### src/rtl/cache_pkg.sv
// Shared cache definitions: line geometry and refill FSM states.
// Used by the refill controller, its interface and the data cache.
package cache_pkg;

    localparam int WORDS_PER_LINE = 4;
    localparam int OFF_W          = 2;
    localparam int LINE_W         = 128;

    // Nominal memory read latency; the controller itself only follows rvalid.
    localparam int MEM_LAT        = 2;

    typedef enum logic [1:0] {
        IDLE,
        ISSUE,
        DRAIN,
        FILL
    } refill_state_t;

endpackage

### src/rtl/cache_refill_ctrl_if.sv
// Refill bundle: cache miss request, memory read port, critical word and line fill.
// master = refill controller, slave = cache plus data memory.
interface cache_refill_ctrl_if
    import cache_pkg::*;
#(
    parameter int ADDR_W = 15,
    parameter int WORD_W = 32
);

    logic                             miss_req;
    logic [ADDR_W-1:0]                miss_addr;
    logic                             busy;

    logic                             mem_rd_en;
    logic [ADDR_W-1:0]                mem_addr;
    logic [WORD_W-1:0]                mem_rdata;
    logic                             mem_rvalid;

    logic                             word_valid;
    logic [WORD_W-1:0]                word_out;

    logic                             fill_valid;
    logic [ADDR_W-OFF_W-1:0]          fill_addr;
    logic [WORDS_PER_LINE*WORD_W-1:0] fill_data;

    modport master (
        input  miss_req, miss_addr, mem_rdata, mem_rvalid,
        output busy, mem_rd_en, mem_addr,
        output word_valid, word_out,
        output fill_valid, fill_addr, fill_data
    );

    modport slave (
        output miss_req, miss_addr, mem_rdata, mem_rvalid,
        input  busy, mem_rd_en, mem_addr,
        input  word_valid, word_out,
        input  fill_valid, fill_addr, fill_data
    );

endinterface

### src/rtl/cache_refill_ctrl.sv
// Miss-refill controller: critical-word-first 4-word line fetch with wrap.
// Ports: clk, rst (async, active-low), bus (cache_refill_ctrl_if.master).
module cache_refill_ctrl
    import cache_pkg::*;
#(
    parameter int ADDR_W = 15,
    parameter int WORD_W = 32
) (
    input logic                 clk,
    input logic                 rst,
    cache_refill_ctrl_if.master bus
);

    localparam int LN_W = ADDR_W - OFF_W;

    refill_state_t     r_state;
    refill_state_t     w_next;

    logic [LN_W-1:0]   r_line;
    logic [OFF_W-1:0]  r_off;
    logic [OFF_W-1:0]  r_issue_cnt;
    logic [OFF_W-1:0]  r_ret_cnt;
    logic [WORD_W-1:0] r_buf [WORDS_PER_LINE];
    logic [WORD_W-1:0] r_word_out;
    logic              r_word_valid;

    logic [OFF_W-1:0]  w_iss_slot;
    logic [OFF_W-1:0]  w_ret_slot;
    logic              w_accept;
    logic              w_cap;
    logic              w_last_ret;

    assign w_accept   = (r_state == IDLE) && bus.miss_req;
    assign w_cap      = bus.mem_rvalid &&
                        ((r_state == ISSUE) || (r_state == DRAIN));
    assign w_last_ret = w_cap && (&r_ret_cnt);

    // Offset arithmetic is 2-bit, so the wrap inside the line is free.
    assign w_iss_slot = r_off + r_issue_cnt;
    assign w_ret_slot = r_off + r_ret_cnt;

    always_ff @(posedge clk or negedge rst) begin
        if (!rst) begin
            r_state <= IDLE;
        end else begin
            r_state <= w_next;
        end
    end

    always_comb begin
        w_next = r_state;
        unique case (r_state)
            IDLE: begin
                if (w_accept) w_next = ISSUE;
            end
            ISSUE: begin
                // A zero-latency memory can finish on the last issue cycle.
                if (w_last_ret)          w_next = FILL;
                else if (&r_issue_cnt)   w_next = DRAIN;
            end
            DRAIN: begin
                if (w_last_ret) w_next = FILL;
            end
            FILL: begin
                w_next = IDLE;
            end
        endcase
    end

    always_comb begin
        bus.busy       = (r_state != IDLE);
        bus.mem_rd_en  = (r_state == ISSUE);
        bus.mem_addr   = '0;
        bus.fill_valid = (r_state == FILL);
        if (r_state == ISSUE) bus.mem_addr = {r_line, w_iss_slot};
    end

    always_ff @(posedge clk or negedge rst) begin
        if (!rst) begin
            r_line       <= '0;
            r_off        <= '0;
            r_issue_cnt  <= '0;
            r_ret_cnt    <= '0;
            r_word_out   <= '0;
            r_word_valid <= 1'b0;
            for (int i = 0; i < WORDS_PER_LINE; i++) r_buf[i] <= '0;
        end else begin
            r_word_valid <= 1'b0;
            if (w_accept) begin
                r_line      <= bus.miss_addr[ADDR_W-1:OFF_W];
                r_off       <= bus.miss_addr[OFF_W-1:0];
                r_issue_cnt <= '0;
                r_ret_cnt   <= '0;
            end
            if (r_state == ISSUE) r_issue_cnt <= r_issue_cnt + 1'b1;
            if (w_cap) begin
                r_buf[w_ret_slot] <= bus.mem_rdata;
                r_ret_cnt         <= r_ret_cnt + 1'b1;
                // First return is always the missed word.
                if (r_ret_cnt == '0) begin
                    r_word_out   <= bus.mem_rdata;
                    r_word_valid <= 1'b1;
                end
            end
        end
    end

    assign bus.word_valid = r_word_valid;
    assign bus.word_out   = r_word_out;
    assign bus.fill_addr  = r_line;

    always_comb begin
        bus.fill_data = '0;
        for (int j = 0; j < WORDS_PER_LINE; j++) begin
            bus.fill_data[j*WORD_W +: WORD_W] = r_buf[j];
        end
    end

endmodule

### src/flat_wrapper.sv
// flat-port wrapper written by rule: the top's interface ports become plain ports
module cache_refill_ctrl_flat import cache_pkg::*;
#(
    parameter int ADDR_W = 15,
    parameter int WORD_W = 32
)
  (clk, rst, bus_miss_req, bus_miss_addr, bus_mem_rdata, bus_mem_rvalid, bus_busy, bus_mem_rd_en, bus_mem_addr, bus_word_valid, bus_word_out, bus_fill_valid, bus_fill_addr, bus_fill_data);
  cache_refill_ctrl_if #(.ADDR_W(ADDR_W), .WORD_W(WORD_W)) bus_i ();
  input logic clk;
  input logic rst;
  input wire logic [$bits(bus_i.miss_req)-1:0] bus_miss_req;
  input wire logic [$bits(bus_i.miss_addr)-1:0] bus_miss_addr;
  input wire logic [$bits(bus_i.mem_rdata)-1:0] bus_mem_rdata;
  input wire logic [$bits(bus_i.mem_rvalid)-1:0] bus_mem_rvalid;
  output wire logic [$bits(bus_i.busy)-1:0] bus_busy;
  output wire logic [$bits(bus_i.mem_rd_en)-1:0] bus_mem_rd_en;
  output wire logic [$bits(bus_i.mem_addr)-1:0] bus_mem_addr;
  output wire logic [$bits(bus_i.word_valid)-1:0] bus_word_valid;
  output wire logic [$bits(bus_i.word_out)-1:0] bus_word_out;
  output wire logic [$bits(bus_i.fill_valid)-1:0] bus_fill_valid;
  output wire logic [$bits(bus_i.fill_addr)-1:0] bus_fill_addr;
  output wire logic [$bits(bus_i.fill_data)-1:0] bus_fill_data;
  assign bus_i.miss_req = bus_miss_req;
  assign bus_i.miss_addr = bus_miss_addr;
  assign bus_i.mem_rdata = bus_mem_rdata;
  assign bus_i.mem_rvalid = bus_mem_rvalid;
  assign bus_busy = bus_i.busy;
  assign bus_mem_rd_en = bus_i.mem_rd_en;
  assign bus_mem_addr = bus_i.mem_addr;
  assign bus_word_valid = bus_i.word_valid;
  assign bus_word_out = bus_i.word_out;
  assign bus_fill_valid = bus_i.fill_valid;
  assign bus_fill_addr = bus_i.fill_addr;
  assign bus_fill_data = bus_i.fill_data;
  cache_refill_ctrl #(.ADDR_W(ADDR_W), .WORD_W(WORD_W)) u_core (.clk(clk), .rst(rst), .bus(bus_i));
endmodule
### config.mk
export PLATFORM = sky130hd
export DESIGN_NAME = cache_refill_ctrl_flat
export DESIGN_NICKNAME = d
export VERILOG_FILES = /design/src/rtl/cache_pkg.sv /design/src/rtl/cache_refill_ctrl_if.sv /design/src/rtl/cache_refill_ctrl.sv /design/src/flat_wrapper.sv
export SDC_FILE = /design/constraint.sdc
export NUM_CORES = 1
export LEC_CHECK = 0
export BUFFER_PORTS_ARGS = -buffer_cell sky130_fd_sc_hd__clkbuf_2
export CAP_MARGIN = 20
export CELL_PAD_IN_SITES_DETAIL_PLACEMENT = 0
export CELL_PAD_IN_SITES_GLOBAL_PLACEMENT = 1
export CORE_MARGIN = 1
export CORE_UTILIZATION = 44
export CTS_CLUSTER_DIAMETER = 30
export DETAILED_ROUTE_END_ITERATION = 8
export PLACE_DENSITY_LB_ADDON = 0.15
export SETUP_SLACK_MARGIN = 0.2
export SYNTH_ARGS = -nofsm -noshare
export SYNTH_HDL_FRONTEND = slang
export SYNTH_SLANG_ARGS = --single-unit
### constraint.sdc
create_clock -name clk -period 3.3 [get_ports clk]
set_input_delay 0.99 -clock clk [delete_from_list [all_inputs] [get_ports clk]]
set_output_delay 0.99 -clock clk [all_outputs]
set_load 0.01 [all_outputs]
==> metrics.cfg, run 1 <==
[route]
finalWirelength_um = 15800
drc_errors = 0
ant_nets = 0
routedWlPerCell_um = 17.2
num_vias = 4468
viasPerCell = 4.86
firstDrtPassIters = 4
first_iter_violations = 183

[synthesis]
synth_seq_cells = 182
synth_area_mm2 = 0.00716
netlist.area_leader.share_pct = 63.6
synth-edff-count = 0
synth_area_leaders = dfrtp_1 64%, mux2_2 26%, ha_1 1.7%
ys_async_sr_fraction_pct = 100
syn_avg_cell_area_um2 = 16.3
synthTopCellsByCount = 182 x dfrtp_1, 166 x mux2_2, 16 x and2_1, 10 x ha_1
syn_nets = 500
yosys.area.top_type = dfrtp_1
synth_seq_area_share_pct = 63.6
synth_cell_types = 26
synth_ff_type = dfrtp_1
synth_warnings = 0
synth_most_common_cell = dfrtp_1
syn-instance-count = 439

[final_layout]
fin_nets = 753
fillers = 1369
layout.cells.non_filler = 920
multiInputGateArea_mm2 = 0.00244
synthToLayoutAreaGrowth_pct = 27.8
regArea_mm2 = 0.00455
n_antenna_cell = 0
drive_above_1_share_pct = 64.9

[clock_tree]
cts_setup_buffers = 0
clock_sinks = 182
cts-resized-gates = 0
htree_levels = 4
root_buffer = clkbuf_16
insertion_delay_ns = 0.42
cts_tree = done
numCtsBuffers = 17
clockBufferDepth = 2
ctsHoldBuffers = 0
path_clk_slew_ns = 0.07

[place]
globalplace.congestion = 0.755
portBuffers = 242
place_worst_setup_slack_ns = 0.685
dpl.hpwl_um = 11100
placed_cells = 889

[floorplan]
coreArea_mm2 = 0.0159
die_y_um = 130
num_rows = 46
dieArea_mm2 = 0.0168
start_util_pct = 45.1
io_pins = 243
die_w_um = 130

[sta]
holdWs_ns = 0.486
maxSlewHeadroom_pct = 47.9
tightestPinTransition_ns = 0.779
hold_viol = 0
final_max_slew_viol_count = 0
skew_ns = 0.00735
fmax_mhz = 342
setup_slack_ns = 0.376
setup_viol = 0
rsz0062_at_grt = no
fin_tns_setup_ns = 0
post-route-min-period_ns = 2.92
period_share_pct = 88.6

[critical_path]
end_kind = output port
reg2reg_depth = 7
cp.arrival_ns = 1.93
cp_data_required_time_ns = 2.31
crit_fanout = 21
criticalPathCategory = flip-flop to output port
cp-start-kind = flip-flop

[global_routing]
grt_pass1_wl_um = 24500
overflow = 0
grt_pass1_vias = 4557
grt_max_degree = 85
antenna_found_initial = 0
grtUsageTotal_pct = 19.6

[power]
p_per_area_mw_per_mm2 = 1140
p_total_mw = 10.4
p_leak_nw = 4.45
ir_drop_v = 0.000443

[flow_run]
maxCapViolCount = 0

[hold_path]
min_path_type = input pin to asynchronous set/reset pin

[status]
status = finished, final reports clean

## where the power goes
group	internal [mW]	switching [mW]	total, mW	leakage, nW
registers	3.40	0.622	4.02	2.18
clock network	0.978	0.836	1.81	0.244
logic	2.35	2.25	4.60	2.03
total	6.73	3.71	10.4	4.45
## state kept, by name, indices dropped and copies added, names as in the netlist
| register | cells |
|---|---|
| u_core.bus.fill_addr | 13 |
| u_core.bus.fill_data | 128 |
| u_core.bus.word_out | 32 |
| u_core.bus.word_valid | 1 |
| u_core.r_issue_cnt | 2 |
| u_core.r_off | 2 |
| u_core.r_ret_cnt | 2 |
| u_core.r_state | 2 |
## cell families after synthesis
family / share of synthesized area [%]
AND/OR/NAND/NOR: 2.95
AO/OA/AOI/OAI: 0.804
multiplexers: 27.7
buffers and inverters: 2.31
flip-flops: 63.6
adder cells (fa/ha/maj): 1.75
XOR/XNOR: 0.926
## worst paths after layout
kind,from,end,slack [ns]
worst max-delay path,u_core.r_state[1],bus_mem_addr[0],0.38
worst min-delay path,rst,u_core.bus.fill_data[112],0.49
worst max register to register,u_core.r_state[1],u_core.bus.fill_data[53],0.93
worst min register to register,u_core.bus.fill_data[43],u_core.bus.fill_data[43],0.49
max in group asynchronous,rst,u_core.bus.word_out[30],1.91
min in group clk,u_core.bus.fill_data[43],u_core.bus.fill_data[43],0.49
## per-stage QoR
step	area [um^2]	util (%)
floorplan	7160	-
global placement	8630	54.3
detailed placement	8630	54.3
CTS	9150	57.6
global route	9150	57.6
finish	9150	57.6
## placed cells by master, fill, tap and decap left out
cell and count:
clkbuf_2 241, dfrtp_1 182, mux2_2 166, clkbuf_16 17, and2_1 16, ha_1 10, mux2_1 9, nand2_1 8
buf_4 8, inv_1 6, clkinvlp_4 5, xnor2_2 3, clkinv_2 3, buf_12 3, xnor2_1 2, nor2_4 2
nor3_4 2, nand3_1 2, o21ai_0 2, clkbuf_1 2, clkinv_4 2, nand2_2 1, mux2i_1 1, nor2b_1 1
o2bb2ai_1 1, nand2b_1 1, a311oi_1 1, o211ai_1 1, a32oi_1 1, a21oi_1 1, a31o_2 1, clkbuf_8 1
inv_6 1, buf_6 1
## cell type report
class	instances	share of cell area (%)
inverter	6	0.246
clock buffer	20	4.88
clock inverter	11	0.861
multi-input combinational	232	26.7
sequential	182	49.8
tap	216	2.95
timing repair buffer	253	14.6
## critical path, stage by stage (launching register included)
cell and delay, ns:
dfrtp_1 0.42, inv_1 0.15, ha_1 0.58, and2_1 0.23, clkbuf_2 0.14
## layer usage
layer | wire length, um | global-route usage [%]
met1 | 6830 | 25.1
met2 | 7810 | 31.6
met3 | 950 | 5.53
met4 | 241 | 7.59
met5 | 0 | 0
Note: power is estimated with default switching activity, not from simulation.
==> inputs of run 2 (changes only) <==
--- a/config.mk
+++ b/config.mk
@@ -5,12 +5,13 @@
 export SDC_FILE = /design/constraint.sdc
 export NUM_CORES = 1
 export LEC_CHECK = 0
+export ABC_AREA = 1
 export BUFFER_PORTS_ARGS = -buffer_cell sky130_fd_sc_hd__clkbuf_2
 export CAP_MARGIN = 20
 export CELL_PAD_IN_SITES_DETAIL_PLACEMENT = 0
 export CELL_PAD_IN_SITES_GLOBAL_PLACEMENT = 1
 export CORE_MARGIN = 1
-export CORE_UTILIZATION = 44
+export CORE_UTILIZATION = 40
 export CTS_CLUSTER_DIAMETER = 30
 export DETAILED_ROUTE_END_ITERATION = 8
 export PLACE_DENSITY_LB_ADDON = 0.15
==> metrics.cfg, run 2 <==
[synthesis]
synth_ff_type = dfrtp_1
synth_seq_cells = 182
synth-edff-count = 0
syn_nets = 889
synth_seq_area_share_pct = 60.0
synth_cell_types = 22
synth_area_mm2 = 0.00760
netlist.area_leader.share_pct = 60.0
synth_area_leaders = dfrtp_1 60%, nand2_1 19%, nand4_1 5.3%
syn_avg_cell_area_um2 = 9.17
synth_warnings = 0
ys_async_sr_fraction_pct = 100
synth_most_common_cell = nand2_1
syn-instance-count = 828
synthTopCellsByCount = 386 x nand2_1, 182 x dfrtp_1, 69 x nand3_1, 64 x nand4_1, 36 x buf_2
yosys.area.top_type = dfrtp_1

[floorplan]
start_util_pct = 40.7
io_pins = 243
die_w_um = 140
num_rows = 50
coreArea_mm2 = 0.0186
dieArea_mm2 = 0.0195
die_y_um = 140

[global_routing]
grt_max_degree = 66
overflow = 0
grt_pass1_wl_um = 35300
grtUsageTotal_pct = 23.3
antenna_found_initial = 0
grt_pass1_vias = 6287

[final_layout]
largest_reg_flops = 128
drive_above_1_share_pct = 29.6
n_antenna_cell = 0
mostFrequentLayoutCells = 386 x nand2_1, 241 x clkbuf_2, 182 x dfrtp_1
fillers = 1832
synthToLayoutAreaGrowth_pct = 25.3
mostFrequentLayoutCell = nand2_1
regArea_mm2 = 0.00455
final_core_util_pct = 51.0
multiInputGateArea_mm2 = 0.00261
fin_nets = 1113

[route]
num_vias = 6436
viasPerCell = 4.96
firstDrtPassIters = 6
first_iter_violations = 293
routedWlPerCell_um = 16.9
finalWirelength_um = 21900
drc_errors = 0
ant_nets = 0

[sta]
post-route-min-period_ns = 2.75
period_share_pct = 83.2
tightestPinTransition_ns = 0.756
maxSlewHeadroom_pct = 49.6
rsz0062_at_grt = no
fin_tns_setup_ns = 0
setup_viol = 0
hold_viol = 0
fmax_mhz = 364
final_max_slew_viol_count = 0
skew_ns = 0.0110

[clock_tree]
root_buffer = clkbuf_16
clockBufferDepth = 2
cts-resized-gates = 0
ctsHoldBuffers = 0
numCtsBuffers = 17
htree_levels = 4
clock_sinks = 182
cts_tree = done
cts_setup_buffers = 0
path_clk_slew_ns = 0.07
insertion_delay_ns = 0.42

[power]
p_comb_share_pct = 44.1
seq_power_share_pct = 36.6
p_leak_nw = 5.48
switching_share_pct = 43.0
p_per_area_mw_per_mm2 = 1110
intPower_mw = 5.99
clkPwrFrac_pct = 19.3
ir_drop_v = 0.000578
p_total_mw = 10.5
p_switching_mw = 4.53

[critical_path]
cp_common_cell = inv_1
critPathBufInv = 4
reg2reg_depth = 8
crit_cells = 6
cp-start-kind = flip-flop
crit_family = buffers and inverters
cpMaxStageDelayCell = dfrtp_1
cp.arrival_ns = 1.76
cp_cell_sequence = inv_1 -> ha_1 -> buf_4 -> nand2_1 -> inv_1 -> clkbuf_2
cp_data_required_time_ns = 2.31
slowest_delay_ns = 0.42
criticalPathCategory = flip-flop to output port
crit_fanout = 15
end_kind = output port

[place]
dpl.hpwl_um = 14400
globalplace.congestion = 0.761
portBuffers = 242

[hold_path]
min_path_type = input pin to asynchronous set/reset pin

[flow_run]
maxCapViolCount = 0

[status]
status = finished, final reports clean

run 2: changes by cell type in the layout (fill, tap and decap cells not counted), moves of 3 or more:
cell / delta
nand2_1: +378
nand3_1: +67
buf_4: +9
inv_1: +19
inv_6: +3
and2_1: -16
nand4_1: +64
xnor2_2: -3
mux2_2: -152
mux2_1: -9
nand2_2: +4
nor2_1: +3
run 2: worst paths after layout:
| path | from | to | slack, ns |
|---|---|---|---|
| min in group clk | u_core.bus.fill_data[90] | u_core.bus.fill_data[90] | 0.47 |
| setup / recovery | u_core.r_state[1] | bus_mem_addr[4] | 0.55 |
| setup reg to reg | u_core.r_state[0] | u_core.bus.fill_data[41] | 0.96 |
| max in group asynchronous | rst | u_core.bus.word_out[18] | 2.13 |
| hold / removal | rst | u_core.bus.fill_data[55] | 0.46 |
| hold reg to reg | u_core.bus.fill_data[90] | u_core.bus.fill_data[90] | 0.47 |
run 2: worst register-to-register path, stage by stage (launching register included):
cell     delay, ns
dfrtp_1       0.42
inv_1         0.10
ha_1          0.32
nand2_2       0.12
nor2_4        0.12
buf_4         0.34
nand2_2       0.53
nand2_1       0.20
nand2_1       0.07
run 2: cell type report:
class | instances | share of cell area [%]
flip-flops and latches | 182 | 47.9
multi-input cells | 564 | 27.4
repair buffers | 261 | 14.6
clock buffers | 18 | 4.51
well taps | 234 | 3.08
clock inverters | 13 | 1.54
inverters | 26 | 1.03
run 2: per-layer routing:
metal  wire (um)  vias up  GRT usage, %
met2       10000      203          36.7
met4         248        0          5.61
met5           0        -             0
met3        1460       17          6.30
li1            -     3117             -
met1       10200     3099          31.9
run 2: logic make-up after synthesis:
group                    count (synthesis)  synth area share (%)
AO/OA/AOI/OAI                            9                 0.659
multiplexers                            14                  2.08
AND/OR/NAND/NOR                        531                  29.8
flip-flops                             182                  60.0
buffers and inverters                   82                  5.83
adder cells (fa/ha/maj)                 10                  1.65
run 2: stage by stage:
| step | instances | area, um^2 | setup WS (ns) | hold WS, ns |
|---|---|---|---|---|
| floorplan | 828 | 7600 | 0.974 | 0.477 |
| global placement | 1267 | 8940 | 0.738 | 0.453 |
| detailed placement | 1267 | 8940 | 0.687 | 0.458 |
| CTS | 1298 | 9510 | 0.521 | 0.454 |
| global route | 1298 | 9510 | 0.408 | 0.466 |
| finish | 1298 | 9510 | 0.554 | 0.460 |
run 2: power groups by stage:
stage	Sequential, mW	Clock, mW	Combinational, mW
2_1_floorplan	4.26	0	2.54
3_3_place_gp	3.86	0	4.67
3_5_place_dp	3.87	0	4.73
4_1_cts	3.85	2.07	4.73
5_1_grt	3.97	2.16	5.23
6_report	3.85	2.03	4.64
==> inputs of run 3 (changes only) <==
--- a/config.mk
+++ b/config.mk
@@ -11,7 +11,7 @@
 export CELL_PAD_IN_SITES_DETAIL_PLACEMENT = 0
 export CELL_PAD_IN_SITES_GLOBAL_PLACEMENT = 1
 export CORE_MARGIN = 1
-export CORE_UTILIZATION = 40
+export CORE_UTILIZATION = 34
 export CTS_CLUSTER_DIAMETER = 30
 export DETAILED_ROUTE_END_ITERATION = 8
 export PLACE_DENSITY_LB_ADDON = 0.15
==> constraint.sdc (replaced) <==
create_clock -name clk -period 2.5 [get_ports clk]
set_input_delay 0.75 -clock clk [delete_from_list [all_inputs] [get_ports clk]]
set_output_delay 0.75 -clock clk [all_outputs]
set_load 0.01 [all_outputs]
==> metrics.cfg, run 3 (same netlist as run 2, synthesis figures left out) <==
[route]
finalWirelength_um = 23000
drc_errors = 0
ant_nets = 0
num_vias = 6452
first_iter_violations = 313
viasPerCell = 4.77
routedWlPerCell_um = 17.0
firstDrtPassIters = 4

[critical_path]
cp.arrival_ns = 1.44
cp_cell_sequence = inv_2 -> ha_4 -> buf_6 -> nand2_1 -> inv_1 -> clkbuf_2
criticalPathCategory = flip-flop to output port
critPathBufInv = 4
slowest_delay_ns = 0.40
end_kind = output port
crit_fanout = 10
cp_data_required_time_ns = 1.75
cpMaxStageDelayCell = dfrtp_1
crit_family = flip-flops
cp-start-kind = flip-flop

[place]
portBuffers = 242
place_worst_setup_slack_ns = 0.515
globalplace.congestion = 0.748
dpl.hpwl_um = 15100

[status]
status = finished, final reports clean

[final_layout]
mostFrequentLayoutCell = nand2_1
n_antenna_cell = 0
fin_nets = 1120
drive_above_1_share_pct = 30.7
mostFrequentLayoutCells = 385 x nand2_1, 241 x clkbuf_2, 181 x dfrtp_1
largest_reg_flops = 128
final_core_util_pct = 44.4
synthToLayoutAreaGrowth_pct = 27.9

[flow_run]
maxCapViolCount = 0

[sta]
setup_slack_ns = 0.308
tightestPinTransition_ns = 0.767
period_share_pct = 87.7
post-route-min-period_ns = 2.19
hold_viol = 0
fmax_mhz = 456
final_max_slew_viol_count = 0
rsz0062_at_grt = no
fin_tns_setup_ns = 0
setup_viol = 0
skew_ns = 0.0103
maxSlewHeadroom_pct = 48.8

[clock_tree]
clockBufferDepth = 2
ctsHoldBuffers = 0
insertion_delay_ns = 0.42
clock_sinks = 182
root_buffer = clkbuf_16
cts_tree = done
path_clk_slew_ns = 0.07
numCtsBuffers = 17
htree_levels = 4

[hold_path]
min_path_type = input pin to asynchronous set/reset pin

[global_routing]
grt_pass1_wl_um = 35700
antenna_found_initial = 0
grt_max_degree = 65
overflow = 0
grtUsageTotal_pct = 20.6
grt_pass1_vias = 6222

[floorplan]
num_rows = 54
dieArea_mm2 = 0.0229
die_w_um = 151
die_y_um = 151
coreArea_mm2 = 0.0219
io_pins = 243
start_util_pct = 34.7

[power]
p_per_area_mw_per_mm2 = 1450
ir_drop_v = 0.000743
p_leak_nw = 5.55
p_total_mw = 14.1

==> run 3: changes by cell type in the layout (fill, tap and decap cells not counted), moves of 2 or more <==
cell        previous run  this run
buf_12                 2         5
clkinv_4               0         3
clkinvlp_4             4         1
buf_4                 17        19
clkbuf_8               0         2
nand3_1               69        67
nand3_2                1         3
==> run 3: stage by stage <==
step / hold WS, ns / cell area, um^2 / instances
floorplan: 0.454 / 7600 / 828
global placement: 0.454 / 9080 / 1317
detailed placement: 0.458 / 9080 / 1317
CTS: 0.307 / 9680 / 1350
global route: 0.317 / 9710 / 1352
finish: 0.301 / 9710 / 1352
==> run 3: routing by layer <==
metal	vias to the layer above	share of wire, %	GRT usage (%)
met4	0	0.63	4.15
met5	-	0	0
met1	3141	48	29.1
met3	9	6.3	5.69
met2	177	45	31.6
li1	3125	-	-
==> run 3: what timing repair did <==
item	in CTS	in global routing
endpoints found under the hold margin	0	0
buffers inserted	1	2
resized for setup	3	3
pin swaps	0	0
setup endpoints to repair	16	15
gates cloned	0	0
==> run 3: worst reg2reg max path, cell delays in order (launching register included) <==
cell and delay [ns]:
dfrtp_2 0.42, inv_1 0.09, ha_1 0.32, nand2_2 0.12
nor2_4 0.16, nand3_2 0.32, buf_12 0.29, nand2_1 0.07
nand2_1 0.05
==> run 3: layout make-up <==
| cell class | count | area, um^2 |
|---|---|---|
| repair buffers | 268 | 1490 |
| multi-input cells | 564 | 2630 |
| clock inverters | 13 | 146 |
| well taps | 280 | 350 |
| fillers | 2268 | 12200 |
| inverters | 26 | 97.6 |
| flip-flops and latches | 182 | 4560 |
| clock buffers | 19 | 443 |
==> run 3: path summary, 6_finish.rpt <==
path | from | to | slack (ns) | depth (start not counted)
max | u_core.r_state[1] | bus_mem_addr[0] | 0.31 | 6
min | rst | u_core.bus.fill_data[23] | 0.30 | 1
max reg2reg | u_core.r_state[0] | u_core.bus.fill_data[96] | 0.54 | 8
min reg2reg | u_core.bus.fill_data[106] | u_core.bus.fill_data[106] | 0.47 | 2
max in group asynchronous | rst | u_core.bus.fill_data[100] | 1.55 | 2
min in group clk | u_core.bus.fill_data[106] | u_core.bus.fill_data[106] | 0.47 | 2
==> run 3: where the power goes <==
| group | switching, mW | internal (mW) | total [mW] |
|---|---|---|---|
| Clock | 1.19 | 1.52 | 2.71 |
| Combinational | 4.09 | 2.23 | 6.32 |
| Sequential | 0.802 | 4.30 | 5.10 |
| Total | 6.08 | 8.05 | 14.1 |
